### src/rtl/vertex_clip_transform_if.sv
// Vertex stream bus for vertex_clip_transform: projection matrix, vertex input
// handshake and clip-space result handshake.
interface vertex_clip_transform_if #(
   parameter int WI = 8,
   parameter int WF = 8
);
   localparam int W = WI + WF;

   logic [15:0][W-1:0] projection_matrix;
   logic               in_valid;
   logic               in_ready;
   logic [W-1:0]       in_x;
   logic [W-1:0]       in_y;
   logic [W-1:0]       in_z;
   logic               out_valid;
   logic               out_ready;
   logic [W-1:0]       out_x;
   logic [W-1:0]       out_y;
   logic [W-1:0]       out_z;
   logic [W-1:0]       out_w;
   logic               overflow;

   modport master (
      output projection_matrix, in_valid, in_x, in_y, in_z, out_ready,
      input  in_ready, out_valid, out_x, out_y, out_z, out_w, overflow
   );

   modport slave (
      input  projection_matrix, in_valid, in_x, in_y, in_z, out_ready,
      output in_ready, out_valid, out_x, out_y, out_z, out_w, overflow
   );
endinterface

### src/rtl/vertex_clip_transform.sv
// 4x4 matrix times {x,y,z,1} using one time-shared MAC (16 cycles per vertex),
// with round-half-up and saturation of each clip-space component.
module vertex_clip_transform #(
   parameter int WI = 8,
   parameter int WF = 8
) (
   input logic                    Clk,
   input logic                    Reset,
   vertex_clip_transform_if.slave bus
);
   localparam int W  = WI + WF;
   localparam int AW = 2 * W + 2;

   localparam logic [W-1:0]         ONE_FX  = {{(WI-1){1'b0}}, 1'b1, {WF{1'b0}}};
   localparam logic signed [AW-1:0] RND_ADD = {{(AW-WF){1'b0}}, 1'b1, {(WF-1){1'b0}}};
   localparam logic signed [AW-1:0] MAX_FX  = {{(AW-W+1){1'b0}}, {(W-1){1'b1}}};
   localparam logic signed [AW-1:0] MIN_FX  = {{(AW-W+1){1'b1}}, {(W-1){1'b0}}};

   typedef enum logic [1:0] {
      IDLE = 2'd0,
      CALC = 2'd1,
      DONE = 2'd2
   } state_t;

   state_t                  state_r;
   state_t                  state_nx_s;
   logic [3:0]              cnt_r;
   logic signed [AW-1:0]    acc_r;
   logic signed [AW-1:0]    acc_sum_s;
   logic [15:0][W-1:0]      mat_r;
   logic [3:0][W-1:0]       vec_r;
   logic [3:0][W-1:0]       res_r;
   logic                    ovf_sticky_r;
   logic                    overflow_r;
   logic                    in_ready_r;
   logic                    out_valid_r;
   logic signed [W-1:0]     m_sel_s;
   logic signed [W-1:0]     v_sel_s;
   logic signed [2*W-1:0]   prod_s;
   logic [W:0]              sat_s;

   // Returns {saturated, value}: round half up, drop WF fraction bits, clamp to W bits.
   function automatic logic [W:0] round_saturate(input logic signed [AW-1:0] a);
      logic signed [AW-1:0] rounded;
      logic signed [AW-1:0] shifted;
      logic [W:0]           result;
      rounded = a + RND_ADD;
      shifted = rounded >>> WF;
      if (shifted > MAX_FX) begin
         result = {1'b1, MAX_FX[W-1:0]};
      end else if (shifted < MIN_FX) begin
         result = {1'b1, MIN_FX[W-1:0]};
      end else begin
         result = {1'b0, shifted[W-1:0]};
      end
      return result;
   endfunction

   // MAC datapath: select element m(r,c) and v(c), multiply, accumulate, round/saturate.
   always_comb begin
      m_sel_s   = mat_r[cnt_r];
      v_sel_s   = vec_r[cnt_r[1:0]];
      prod_s    = m_sel_s * v_sel_s;
      acc_sum_s = acc_r + {{2{prod_s[2*W-1]}}, prod_s};
      sat_s     = round_saturate(acc_sum_s);
   end

   // Next-state logic for the IDLE/CALC/DONE sequencer.
   always_comb begin
      state_nx_s = state_r;
      case (state_r)
         IDLE: begin
            if (bus.in_valid) begin
               state_nx_s = CALC;
            end else begin
               state_nx_s = IDLE;
            end
         end
         CALC: begin
            if (cnt_r == 4'd15) begin
               state_nx_s = DONE;
            end else begin
               state_nx_s = CALC;
            end
         end
         DONE: begin
            if (bus.out_ready) begin
               state_nx_s = IDLE;
            end else begin
               state_nx_s = DONE;
            end
         end
         default: state_nx_s = IDLE;
      endcase
   end

   // State register plus handshake flags registered from the next state.
   always_ff @(posedge Clk or posedge Reset) begin
      if (Reset) begin
         state_r     <= IDLE;
         in_ready_r  <= 1'b1;
         out_valid_r <= 1'b0;
      end else begin
         state_r     <= state_nx_s;
         in_ready_r  <= (state_nx_s == IDLE);
         out_valid_r <= (state_nx_s == DONE);
      end
   end

   // Operand latch, accumulator, row results and overflow flags.
   always_ff @(posedge Clk or posedge Reset) begin
      if (Reset) begin
         cnt_r        <= 4'd0;
         acc_r        <= '0;
         mat_r        <= '0;
         vec_r        <= '0;
         res_r        <= '0;
         ovf_sticky_r <= 1'b0;
         overflow_r   <= 1'b0;
      end else begin
         case (state_r)
            IDLE: begin
               if (bus.in_valid) begin
                  mat_r        <= bus.projection_matrix;
                  vec_r        <= {ONE_FX, bus.in_z, bus.in_y, bus.in_x};
                  acc_r        <= '0;
                  cnt_r        <= 4'd0;
                  ovf_sticky_r <= 1'b0;
               end
            end
            CALC: begin
               cnt_r <= cnt_r + 4'd1;
               if (cnt_r[1:0] == 2'd3) begin
                  res_r[cnt_r[3:2]] <= sat_s[W-1:0];
                  ovf_sticky_r      <= ovf_sticky_r | sat_s[W];
                  acc_r             <= '0;
               end else begin
                  acc_r <= acc_sum_s;
               end
               // The visible overflow only updates when the whole vertex is finished.
               if (cnt_r == 4'd15) begin
                  overflow_r <= ovf_sticky_r | sat_s[W];
               end
            end
            DONE: begin
               acc_r <= acc_r;
            end
            default: begin
               cnt_r <= 4'd0;
            end
         endcase
      end
   end

   assign bus.in_ready  = in_ready_r;
   assign bus.out_valid = out_valid_r;
   assign bus.out_x     = res_r[0];
   assign bus.out_y     = res_r[1];
   assign bus.out_z     = res_r[2];
   assign bus.out_w     = res_r[3];
   assign bus.overflow  = overflow_r;
endmodule

### src/flat_wrapper.sv
// flat-port wrapper written by rule: the top's interface ports become plain ports
module vertex_clip_transform_flat 
#(
   parameter int WI = 8,
   parameter int WF = 8
)
  (Clk, Reset, bus_projection_matrix, bus_in_valid, bus_in_x, bus_in_y, bus_in_z, bus_out_ready, bus_in_ready, bus_out_valid, bus_out_x, bus_out_y, bus_out_z, bus_out_w, bus_overflow);
  vertex_clip_transform_if #(.WI(WI), .WF(WF)) bus_i ();
  input logic Clk;
  input logic Reset;
  input wire logic [$bits(bus_i.projection_matrix)-1:0] bus_projection_matrix;
  input wire logic [$bits(bus_i.in_valid)-1:0] bus_in_valid;
  input wire logic [$bits(bus_i.in_x)-1:0] bus_in_x;
  input wire logic [$bits(bus_i.in_y)-1:0] bus_in_y;
  input wire logic [$bits(bus_i.in_z)-1:0] bus_in_z;
  input wire logic [$bits(bus_i.out_ready)-1:0] bus_out_ready;
  output wire logic [$bits(bus_i.in_ready)-1:0] bus_in_ready;
  output wire logic [$bits(bus_i.out_valid)-1:0] bus_out_valid;
  output wire logic [$bits(bus_i.out_x)-1:0] bus_out_x;
  output wire logic [$bits(bus_i.out_y)-1:0] bus_out_y;
  output wire logic [$bits(bus_i.out_z)-1:0] bus_out_z;
  output wire logic [$bits(bus_i.out_w)-1:0] bus_out_w;
  output wire logic [$bits(bus_i.overflow)-1:0] bus_overflow;
  assign bus_i.projection_matrix = bus_projection_matrix;
  assign bus_i.in_valid = bus_in_valid;
  assign bus_i.in_x = bus_in_x;
  assign bus_i.in_y = bus_in_y;
  assign bus_i.in_z = bus_in_z;
  assign bus_i.out_ready = bus_out_ready;
  assign bus_in_ready = bus_i.in_ready;
  assign bus_out_valid = bus_i.out_valid;
  assign bus_out_x = bus_i.out_x;
  assign bus_out_y = bus_i.out_y;
  assign bus_out_z = bus_i.out_z;
  assign bus_out_w = bus_i.out_w;
  assign bus_overflow = bus_i.overflow;
  vertex_clip_transform #(.WI(WI), .WF(WF)) u_core (.Clk(Clk), .Reset(Reset), .bus(bus_i));
endmodule
### config.mk
export PLATFORM = sky130hd
export DESIGN_NAME = vertex_clip_transform_flat
export DESIGN_NICKNAME = d
export VERILOG_FILES = /design/src/rtl/vertex_clip_transform_if.sv /design/src/rtl/vertex_clip_transform.sv /design/src/flat_wrapper.sv
export SDC_FILE = /design/constraint.sdc
export NUM_CORES = 2
export LEC_CHECK = 0
export CAP_MARGIN = 20
export CELL_PAD_IN_SITES_DETAIL_PLACEMENT = 1
export CELL_PAD_IN_SITES_GLOBAL_PLACEMENT = 2
export CORE_MARGIN = 2
export CORE_UTILIZATION = 34
export CTS_CLUSTER_SIZE = 28
export DETAILED_ROUTE_END_ITERATION = 8
export PLACE_DENSITY_LB_ADDON = 0.08
export SKIP_LAST_GASP = 1
export SLEW_MARGIN = 20
export SYNTH_ARGS = -nofsm -noshare
export SYNTH_HDL_FRONTEND = slang
export SYNTH_SLANG_ARGS = --single-unit
### constraint.sdc
create_clock -name Clk -period 13.8 [get_ports Clk]
set_input_delay 2.76 -clock Clk [delete_from_list [all_inputs] [get_ports Clk]]
set_output_delay 2.76 -clock Clk [all_outputs]
set_load 0.03 [all_outputs]
; Word level (Yosys, flattened, before mapping)
; Cells that the tools add are included.
; W data, S select, Z words.
[word_totals]
reg_bits = 413
inputBits = 308
output_inout_bits = 67
elab_cells = 81
[classes]
add_sub_neg = 3
mul = 1
n_lt_le_gt_ge = 6
eq_ne = 7
n_mux = 21
bitwise = 2
reduce_logical = 10
[ops]
columns = op, count
row1 = $mux W34, 2
row2 = $pmux W34 S2, 1
row3 = $bmux W16 S4, 1
row4 = $bwmux W64, 1
row5 = $mux W16, 3
row6 = $add A34 B34 Y34, 1
row7 = $add A34 B9 Y34 const B, 1
row8 = $mux W17, 2
row9 = $bmux W16 S2, 1
row10 = $demux W16 S2, 1
row11 = $mul A16 B16 Y32, 1
row12 = $gt A26 B16 Y1 const B, 1
row13 = $lt A26 B16 Y1 const B, 1
row14 = $pmux W4 S3, 1
row15 = $reduce_and A2 Y1, 5
row16 = $eq A2 B2 Y1 const B, 3
row17 = $lt A2 B3 Y1 const B, 2
row18 = $pmux W2 S3, 1
row19 = $lt A4 B5 Y1 const B, 1
row20 = $add A4 B1 Y4 const B, 1
row21 = $eq A4 B4 Y1 const B, 1
row22 = $logic_not A2 Y1, 2
row23 = $mux W2, 2
row24 = $mux W4, 1
row25 = other kinds (11), 13

; Depth between registers and ports, before layout
[depth]
ltp_word = 11
mapped_depth = 53

; Worst setup path after synthesis
; No wires, ideal clock.
[synth_path]
kind = reg-to-reg
from = register u_core.cnt_r[0]
to = register u_core.res_r (netlist bit u_core.bus.out_y[10])
setup_ps = 68
t_arrival_ps = 12513
t_required_ps = 13732
slack_ps = 1220
stages_incl_launch_ff = 50
n_path_buf = 9
path_cell_list = dfrtp_1 buf_1 buf_2 clkbuf_1 clkbuf_1 clkbuf_1 mux2i_1 o21ai_0 clkbuf_1 nand2_1 fa_1 fa_1 fa_1 fa_1 inv_1 fa_1 inv_1 fa_1 [14 not listed] ha_1 clkbuf_1 nand3_1 nor4_1 and2_1 a22o_1 and3b_1 o21ai_0 a21o_1 a21oi_1 xor2_1 xnor2_1 xnor2_1 clkbuf_1 nor2_1 nand2_1 buf_2 o221a_1
[synth_between]
elab_chain_len = 9
[synth_lines]
columns = element, line_no
row1 = from (decl), vertex_clip_transform.sv:27  ; logic [3:0] cnt_r;
row2 = from (signal assigned), vertex_clip_transform.sv:132  ; cnt_r <= cnt_r + 4'd1;
row3 = $bmux W16 S4 or $bmux W16 S2 (tied branches), "vertex_clip_transform.sv:61, vertex_clip_transform.sv:62"
row4 = "$mux W16, on equally long branches", "vertex_clip_transform.sv:61, vertex_clip_transform.sv:62"
row5 = $mul A16 B16 Y32, vertex_clip_transform.sv:63  ; prod_s = m_sel_s * v_sel_s;
row6 = $add A34 B34 Y34, vertex_clip_transform.sv:64  ; acc_sum_s = acc_r + {{2{prod_s[2*W-1]}}, prod_s};
row7 = $add A34 B9 Y34, vertex_clip_transform.sv:47  ; rounded = a + RND_ADD;
row8 = $lt A26 B16 Y1, vertex_clip_transform.sv:51  ; end else if (shifted < MIN_FX) begin
row9 = $mux W17, vertex_clip_transform.sv:51
row10 = $mux W17, vertex_clip_transform.sv:49  ; if (shifted > MAX_FX) begin
row11 = $bwmux W64, vertex_clip_transform.sv:134  ; res_r[cnt_r[3:2]] <= sat_s[W-1:0];
row12 = "to (signal, indexed assignment)", vertex_clip_transform.sv:134
row13 = to (decl), vertex_clip_transform.sv:32  ; logic [3:0][W-1:0] res_r;
; Parallel ways exist; a longest one is shown, timed or not. The select of a mux whose other input is x is not followed.
; A chain may end at the register's enable or synchronous reset.

; Worst setup path in the final report
[layout_path]
from = register u_core.cnt_r[0]
to = register u_core.res_r (netlist bit u_core.bus.out_z[13])
; The elaborated chain is that of the path after synthesis.

==> impl_summary.md <==
Outcome
The run finished with clean final reports.

Yosys
The most used flip-flop cell after synthesis is sky130_fd_sc_hd__dfrtp_1. The biggest area contributor in the post-synthesis netlist is sky130_fd_sc_hd__dfrtp_1. Counting flops with a built-in enable in the synthesized netlist gives 0. The post-synthesis area per instance is 11.3 sq um.

Synthesis handed over a netlist of 2669 instances. Synthesis instantiated 89 different standard cells from the library. By area the synthesized netlist is led by sky130_fd_sc_hd__dfrtp_1, sky130_fd_sc_hd__fa_1, sky130_fd_sc_hd__mux2_2.

In this run the cell area of the synthesized design comes to 30300 sq um. The async set or reset register ratio after synthesis is 100%. The share of synthesized area in the top cell type comes to 34.1%. The synthesized design contains 413 register bits. The register area share after synthesis is 34.2%. The count of warnings emitted by yosys is 0. The number of nets in the synthesized netlist is 3358.

Critical path
Data arrives at the worst endpoint at 13310 ps. In this run the worst path has a maximum fanout of 26. By instance count, the cell type seen most on the critical path is sky130_fd_sc_hd__fa_1. The worst setup path is launched from a flip-flop. STA classifies the critical path endpoint as a flip-flop. The largest stage delay on the critical path is 670 ps. The largest individual stage delay along the critical path comes from the cell sky130_fd_sc_hd__dfrtp_4. The setup path with the least slack is of type flip-flop to flip-flop. Measured in cells, the most critical reg-to-reg path has a length of 45. The worst path required time is 14310 ps. The most critical setup path has its startpoint at u_core.cnt_r[0]$_DFFE_PP0P_. In this run the critical register-to-register path is launched from u_core.cnt_r[0]$_DFFE_PP0P_.

Die
In this run the horizontal extent of the chip is 302 microns. The initial utilization of the core area, before any placement, comes to 34.3%. The die covers 91400 sq um. The area of the core region is 88200 sq um.

In this run the core area contains 109 standard-cell rows. The die height is 302 microns. 375 I/O pins were placed.

Detailed routing
Summed over all layers, the routed wires come to 98700 microns. The first routing iteration left 939 violations. The number of design rule violations left after detail routing is 0. The post-detailed-route count of antenna-violating nets is 0. In the final routed layout, each cell accounts on average for 23.3 microns. Detailed routing inserted a total of 21429 vias. The number of vias per cell after detailed routing is 5.06.

The first detailed-routing pass ran for 5 iterations.

STA
For the final routed database, the setup TNS stands at 0 ps. Counting I/O delays and the setup requirement, the final critical path takes 12800 ps. The count of pins over their slew limit is 0. Timing would allow up to 0.0781 GHz. On the final layout, the worst clock skew is 82.8 ps. The worst-margin pin slew is 1100 ps.

The number of hold-slack violations in the final timing report was 0. Hold timing on the final database bottoms out at a slack of 472 ps. Dividing the final minimum period by the clock period gives 92.7%.

Setup violations remaining at the end of the flow were counted as 0. The worst-case headroom to the max-slew limit is 26.7%. Setup repair after global routing left no endpoint under its margin.

Setup slack on the critical path of the routed design comes to 1000 ps.

GRT
In the global route stage, overall resource usage came out at 22.0%. The via count of the first global-routing pass is 24484. For met3 alone, demand over resource in global routing was 4.66%.

The met1 track demand over resource is 28.2%. The largest net degree at the start of global routing is 171. The aggregate global routing overflow is 0. The number of antenna violations at the first check in global routing is 33. The global-route met2 utilization is 36.7%. The first global-routing pass estimated 153000 microns of wire. The global routing stage identified its most utilized layer as met2.

Cells and area
The fraction of layout cells with a size suffix above 1 is 18.5%. The number of nets in the finished design is 3705. Once layout is complete, the cells apart from fillers number 4234. Relative to the synthesized area, the layout overhead comes to 22.9%.

Clocking
The quantity of gates resized following cts is 0. The tree is rooted in a sky130_fd_sc_hd__clkbuf_16. The count of hold-fix buffers inserted at cts is 0.

The maximum level of the CTS H-tree is 2. The clock transition at the register clock pins on the worst setup and hold paths after CTS is 60 ps. TritonCTS built the clock tree. The number of clock buffers added by TritonCTS is 50.

The number of buffers on the longest clock path is 3. The number of sinks handled by clock tree synthesis is 413. The later-pin clock latency in the skew report is 640 ps.

Min path
The critical hold path startpoint is u_core.vec_r[56]$_DFFE_PP0P_. The classification of the worst-slack hold path is flip-flop to flip-flop. Counting instances, the worst hold path has a depth of 1.

Placement
Counting tap cells, the placed design contains a total of 4127 instances. The post-placement worst setup slack is 652 ps. The number of I/O port buffers is 374. Routability-driven placement finished with a final weighted congestion of 0.848. Summed over all nets, the half-perimeter wirelength after detailed placement is 78400 microns.

Flow run
The tool flagged a number of max-cap violations equal to 0.
-- path summary, 6_finish.rpt --
check / end / slack [ps]
hold / removal: u_core.vec_r[56]$_DFFE_PP0P_ / 470
max in group asynchronous: u_core.mat_r[169]$_DFFE_PP0P_ / 8670
setup / recovery: u_core.bus.out_z[13]$_DFFE_PP0P_ / 1000
min in group asynchronous: u_core.mat_r[72]$_DFFE_PP0P_ / 2720
hold reg to reg: u_core.vec_r[56]$_DFFE_PP0P_ / 470
setup reg to reg: u_core.bus.out_z[13]$_DFFE_PP0P_ / 1000
-- metal layers --
metal	up-vias	part of all wire (%)
met3	180	4.7
met2	397	49
met1	11096	43
met4	40	3.4
li1	9716	-
met5	-	0.25
-- cells in the final DEF (no fill, tap or decap), types with 59 or more instances in the layout --
cell and n:
sky130_fd_sc_hd__inv_1 338, sky130_fd_sc_hd__mux2_2 313, sky130_fd_sc_hd__dfrtp_1 408, sky130_fd_sc_hd__xnor2_1 59
sky130_fd_sc_hd__a21oi_1 88, sky130_fd_sc_hd__mux4_2 73, sky130_fd_sc_hd__fa_1 263, sky130_fd_sc_hd__nor2_1 152
sky130_fd_sc_hd__clkdlybuf4s50_1 374, sky130_fd_sc_hd__ha_1 118, sky130_fd_sc_hd__nand2_1 195
-- flip-flops by register name, summed over array words and instances (netlist names) --
name / cells
u_core.bus.out_w: 16
u_core.vec_r: 49
u_core.bus.out_x: 16
u_core.acc_r: 34
u_core.bus.in_ready: 1
u_core.bus.out_z: 16
u_core.bus.out_valid: 1
u_core.mat_r: 256
u_core.bus.overflow: 1
u_core.cnt_r: 4
u_core.ovf_sticky_r: 1
u_core.bus.out_y: 16
u_core.state_r: 2
-- per-stage QoR --
step           utilization (%)  instance area (sq um)
6_report                  42.2                  37200
5_1_grt                   42.2                  37200
4_1_cts                   42.1                  37100
3_5_place_dp              40.1                  35400
3_3_place_gp              40.1                  35400
2_1_floorplan                -                  30300
-- what timing repair did --
item | CTS | global route
setup buffers | 0 | 2
setup endpoints to repair | 0 | 44
hold endpoints to repair | 0 | 0
-- cell usage after synthesis, types with 31 or more instances --
cell type,count
sky130_fd_sc_hd__and2_1,38
sky130_fd_sc_hd__fa_1,263
sky130_fd_sc_hd__o21ai_0,54
sky130_fd_sc_hd__clkbuf_1,103
sky130_fd_sc_hd__a21oi_1,88
sky130_fd_sc_hd__a211oi_1,31
sky130_fd_sc_hd__ha_1,118
sky130_fd_sc_hd__xnor2_1,59
sky130_fd_sc_hd__mux4_2,73
sky130_fd_sc_hd__nand2_1,195
sky130_fd_sc_hd__dfrtp_1,412
sky130_fd_sc_hd__nor2_1,153
sky130_fd_sc_hd__inv_1,339
sky130_fd_sc_hd__nor2b_1,41
sky130_fd_sc_hd__mux2_2,313
-- critical path: cells and delay by family, from the launching register on --
kind / cells / cell delay [ps]
mux: 2 / 850
compound gates: 13 / 3170
xor+xnor: 4 / 680
buf+inv: 6 / 920
flops: 1 / 670
simple gates: 12 / 2550
fa+ha+maj: 8 / 3760
-- cells by family after synthesis --
| group | after synthesis | share of synthesized area [%] |
|---|---|---|
| simple gates | 556 | 8.83 |
| buf+inv | 464 | 5.86 |
| flops | 413 | 34.2 |
| mux | 411 | 17.9 |
| fa+ha+maj | 381 | 22.3 |
| compound gates | 360 | 8.47 |
| xor+xnor | 84 | 2.51 |
-- layout make-up --
cell class                      instances  area, sq um
Antenna cell                           13         32.5
Clock buffer                           72         1450
Multi-Input combinational cell       1792        18200
Fill cell                            9408        51000
Timing Repair Buffer                  419         4170
Clock inverter                         20          272
Tap cell                             1165         1460
Inverter                              340         1280
Sequential cell                       413        10300
Power is left out: the tool's default activity adds up to more than one toggle a clock period on the data nets, which glitch-free logic cannot reach.
